### config.mk
export PLATFORM = sky130hd
export DESIGN_NAME = serial_subtractor
export DESIGN_NICKNAME = d
export VERILOG_FILES = /design/src/rtl/serial_sub_pkg.sv /design/src/rtl/full_subtractor_bit.sv /design/src/rtl/serial_subtractor.sv
export SDC_FILE = /design/constraint.sdc
export NUM_CORES = 1
export LEC_CHECK = 0
export BUFFER_PORTS_ARGS = -buffer_cell sky130_fd_sc_hd__buf_2
export CORE_MARGIN = 2
export CORE_UTILIZATION = 45
export CTS_CLUSTER_DIAMETER = 30
export CTS_CLUSTER_SIZE = 40
export DETAILED_ROUTE_END_ITERATION = 10
export GPL_TIMING_DRIVEN = 0
export PLACE_DENSITY = 0.82
export SETUP_SLACK_MARGIN = 0.05
export SYNTH_ARGS = -nofsm -noshare
export SYNTH_HDL_FRONTEND = slang
export SYNTH_SLANG_ARGS = --single-unit
### constraint.sdc
create_clock -name Clk -period 1.1 [get_ports Clk]
set_input_delay 0.055 -clock Clk [delete_from_list [all_inputs] [get_ports Clk]]
set_output_delay 0.055 -clock Clk [all_outputs]
set_load 0.03 [all_outputs]
### src/rtl/serial_sub_pkg.sv
// Shared definitions for the bit-serial subtractor: controller state encoding
// and the default operand width.
package serial_sub_pkg;

    typedef enum logic [1:0] {
        IDLE  = 2'd0,
        SHIFT = 2'd1,
        DONE  = 2'd2
    } state_t;

    localparam int DEFAULT_WIDTH = 4;

endpackage

### src/rtl/full_subtractor_bit.sv
// One-bit full subtractor cell: d = a - b - bIn, with borrow-out.
module full_subtractor_bit (
    input  logic a,
    input  logic b,
    input  logic bIn,
    output logic d,
    output logic bOut
);

    assign d    = a ^ b ^ bIn;
    assign bOut = (~a & b) | (~a & bIn) | (b & bIn);

endmodule

### src/rtl/serial_subtractor.sv
// Bit-serial unsigned subtractor, LSB first, one bit per clock.
// Define SERIAL_SUB_OVF_EN to add the registered signed-overflow output ovf.
module serial_subtractor
    import serial_sub_pkg::*;
#(
    parameter int WIDTH = DEFAULT_WIDTH
) (
    input  logic             Clk,
    input  logic             Rst,
    input  logic             start,
    input  logic [WIDTH-1:0] a,
    input  logic [WIDTH-1:0] b,
    input  logic             bIn,
    output logic             ready,
    output logic             busy,
    output logic [WIDTH-1:0] diff,
    output logic             bOut,
    output logic             valid
`ifdef SERIAL_SUB_OVF_EN
    ,
    output logic             ovf
`endif
);

    localparam int CNT_W = (WIDTH > 1) ? $clog2(WIDTH) : 1;
    localparam logic [CNT_W-1:0] LAST_BIT = CNT_W'(WIDTH - 1);

    state_t           state;
    state_t           next_state;
    logic [CNT_W-1:0] bit_cnt;
    logic [WIDTH-1:0] a_sh;
    logic [WIDTH-1:0] b_sh;
    logic             br;
    logic             d_bit;
    logic             br_next;
    logic             last_step;
    logic             accept;

    // The single cell always works on the LSBs of the right-shifting operands.
    full_subtractor_bit u_cell (
        .a    (a_sh[0]),
        .b    (b_sh[0]),
        .bIn  (br),
        .d    (d_bit),
        .bOut (br_next)
    );

    assign last_step = (state == SHIFT) && (bit_cnt == LAST_BIT);
    assign accept    = start && ready;

    always_ff @(posedge Clk) begin
        if (Rst) begin
            state <= IDLE;
        end else begin
            state <= next_state;
        end
    end

    always_comb begin
        next_state = state;
        case (state)
            IDLE:    next_state = start ? SHIFT : IDLE;
            SHIFT:   next_state = (bit_cnt == LAST_BIT) ? DONE : SHIFT;
            DONE:    next_state = start ? SHIFT : IDLE;
            default: next_state = IDLE;
        endcase
    end

    always_comb begin
        ready = 1'b0;
        busy  = 1'b0;
        case (state)
            IDLE:    ready = 1'b1;
            SHIFT:   busy  = 1'b1;
            DONE:    ready = 1'b1;
            default: ready = 1'b0;
        endcase
    end

    // diff fills from the MSB side, so after WIDTH steps bit 0 sits at diff[0].
    always_ff @(posedge Clk) begin
        if (Rst) begin
            bit_cnt <= '0;
            a_sh    <= '0;
            b_sh    <= '0;
            br      <= 1'b0;
            diff    <= '0;
            bOut    <= 1'b0;
            valid   <= 1'b0;
`ifdef SERIAL_SUB_OVF_EN
            ovf     <= 1'b0;
`endif
        end else begin
            valid <= 1'b0;
            if (accept) begin
                a_sh    <= a;
                b_sh    <= b;
                br      <= bIn;
                bit_cnt <= '0;
            end else if (state == SHIFT) begin
                diff <= {d_bit, diff[WIDTH-1:1]};
                a_sh <= {1'b0, a_sh[WIDTH-1:1]};
                b_sh <= {1'b0, b_sh[WIDTH-1:1]};
                br   <= br_next;
                if (last_step) begin
                    bOut  <= br_next;
                    valid <= 1'b1;
`ifdef SERIAL_SUB_OVF_EN
                    ovf   <= (a_sh[0] != b_sh[0]) && (d_bit != a_sh[0]);
`endif
                end else begin
                    bit_cnt <= bit_cnt + CNT_W'(1);
                end
            end
        end
    end

endmodule

==> summary.md <==
| Metric | Value |
|---|---|
| Final Slew Violations | 0 |
| Row cnt | 15 |
| Wire per inst | between 10 and 15 um |
| First-pass GRT wire length | around 3000 um |
| Die Span X | 46.4 um |
| Cell area after layout | 1270 sq um |
| Crit path cell chain | inv_2 -> fa_2 -> a22oi_2 -> a21oi_1 |
| RSZ-0062 raised after global routing | true |
| Die span in y | 46.4 um |
| Clock skew | 6.92 ps |
| Worst-margin pin slew | 496 ps |
| Synthesis-to-layout area growth | 57.5% |
| Cell taking the most area after synthesis | dfxtp_1 |
| Bufs and invs on worst path | 1 |
| Fmax | 0.846 GHz |
| Final Critical Period | ~1200 ps |
| Post-route clock period utilization | 1.07 |
| Relative slew slack | 0.669 |
| Crit path max fanout | 2 |
| Most common cell in the netlist | dfxtp_1 |
| PortBufs | 18 |
| Vias | 769 |
| Yosys reg bits | 19 |
| Failing checks | negative setup slack |
| M1 GR Usage | 0.204 |
| DIE AREA | about 2100 sq um |
| Place WS | -90.5 ps |
| Clock network power share | 0.236 |
| Final worst slack | -82.5 ps |
| Synthesized area | 807 sq um |
| P_sw | 426 uW |
| Clk_lat worst skew | 300 ps |
| Busiest layer in global routing | met2 |
| Initial core utilization | 0.473 |
| DRC Markers | 0 |
| Clk buf depth | 2 |
| Min-delay worst type | input pin to register |
| TritonCTS clock tree | built |
| Synth top cells by count | 19 x dfxtp_1, 13 x a21oi_1, 10 x nand3_1 |
| Clk sink count | 19 |
| Pint | 1.07 mW |
| ANT cells | 0 |
| Placed instance area | 951 sq um |
| Area contributors post-synth | dfxtp_1 47%, a21oi_1 8.1%, nand3_1 6.2% |
| Max VDD drop | 0.000731 V |
| Total CTS buffers | 3 |
| Nets | 137 |
| Number of synthesized flops with an enable pin | 0 |
| Largest net degree at the start of global routing | 11 |
| Flop pwr share | 0.510 |
| Top FF cell, synth | dfxtp_1 |
| WP data arrival | 1360 ps |
| Core area | 1710 sq um |
| Sw Ratio | 0.285 |
| Delay-heaviest family, CP | adder cells |
| Comb pwr share | 0.255 |
| Synth top area share | 0.471 |
| Crit. End Element | register |
| Worst setup path start | a_sh[0] |
| GRT met2 Usage | 0.369 |
| Util after Layout | 0.744 |
| Mean post-synth cell area | 9.61 sq um |
| Slowest cell on crit path | fa_2 |
| Placed Instances | 127 |
| Layout cells sized above 1 | 0.598 |
| Status | complete, but fails checks |
| # Max-Cap Violations | 0 |
| Tot Pwr | 1.49 mW |
| Antenna Nets Post-Route | 0 |
| Gpl congestion | between 0.7 and 0.8 |
| P_leak | 0.504 nW |
| H-tree depth | 1 |
| Synth cell types | 25 |
| DP HPWL | 1130 um |
| Synth warn | 0 |
| Total global routing overflow | 0 |
| Final setup vio count | 5 |
| Post-route insts no fill | 147 |
| Sequential fraction of the synthesis area | 0.471 |
| Root Buffer | clkbuf_4 |
| Boundary Pins | 20 |
| PwrDens | 1170 nW/um^2 |
| Initial antenna violation count | 0 |
| Gate Count Post-Synth | 84 |
| Net count after synthesis | 98 |
| Startpoint Class | register |
| Reg2reg start | a_sh[0] |
| Critical Path Max Stage Delay | 390 ps |
| Met3 usage | 0.0510 |
| Drt pass-1 iters | 4 |
| Hold path start | b[2] |
| Ys async rst share | 0 |
| Worst EP required | 1280 ps |
| Endpoints failing hold | 0 |
| Vias per cell | around 5.2 |
| Filler cell count | 112 |
| Crit Path Category | register to register |
| Vias in the first global route | 741 |
| Clk slew on worst S/H paths | 110 ps |
| 1st-iter DRT viols | 13 |
| GRT Total Usage | 0.201 |
| Routed WL | 2090 um |
per-stage QoR:
step | hold slack (ps) | TNS (ps)
5_1_grt | 22.5 | -556
3_5_place_dp | 307 | -287
6_report | 26.8 | -286
2_1_floorplan | 191 | -20.8
4_1_cts | 30.2 | -119
3_3_place_gp | 295 | -166
state kept, by name, summed over array words and instances, names as in the netlist:
signal,flops
bit_cnt,2
br,1
b_sh,4
bOut,1
a_sh,4
diff,4
state,2
valid,1
cell type report:
type,count,area [sq um],area share
Multi-Input combinational cell,56,457,0.359
Inverter,3,16.3,0.0128
Tap cell,25,31.3,0.0246
Clock buffer,4,26.3,0.0207
Timing Repair Buffer,34,283,0.222
Buffer,6,66.3,0.0522
Sequential cell,19,392,0.308
worst register-to-register path, stage by stage (launching register included):
cell     delay (ps)
dfxtp_2         360
inv_2            40
fa_2            390
a22oi_2         180
a21oi_1          80
metal layers:
layer	part of all wire	wire length, um
met5	0	0
met4	0.025	53
met3	0.040	84
met2	0.55	1150
met1	0.39	805
cell families after synthesis:
kind of cell,count (synthesis),share of synthesized area
compound gates,21,0.180
simple gates,31,0.214
mux,1,0.0124
flops,19,0.471
buf+inv,9,0.0713
xor+xnor,1,0.0109
fa+ha+maj,2,0.0403
power by group through the flow:
stage	registers, mW	clock network (mW)	logic (mW)
final	0.761	0.352	0.380
after global routing	0.764	0.397	0.405
after CTS	0.755	0.356	0.310
after detailed placement	0.767	0	0.237
after global placement	0.764	0	0.230
after floorplan	0.772	0	0.168
placed cells by master, fill, tap and decap left out, types with 3 or more instances in the layout:
| master | Yosys | final |
|---|---|---|
| a21oi_1 | 13 | 11 |
| a22oi_2 | 3 | 7 |
| buf_2 | 2 | 18 |
| buf_4 | 2 | 10 |
| buf_8 | 1 | 3 |
| clkbuf_4 | 0 | 3 |
| dfxtp_1 | 19 | 12 |
| dfxtp_2 | 0 | 6 |
| nand2_1 | 9 | 8 |
| nand3_1 | 10 | 6 |
| nand3_2 | 0 | 3 |
| nor2_1 | 4 | 3 |
worst paths after layout:
kind	endpoint	slack, ps	cells after the start
worst max-delay path	br	-80	4
worst min-delay path	b_sh[2]	30	3
worst max register to register	br	-80	4
worst min register to register	diff[0]	450	2
timing repair:
action | 4_1_cts | 5_1_grt
endpoints found under the setup margin | 17 | 18
endpoints found under the hold margin | 2 | 0
gates resized for setup | 17 | 19
setup buffers | 7 | 5
cloned | 1 | 1
hold buffers | 2 | 0
pin swaps | 6 | 16
Power figures use the tool's default switching activity.
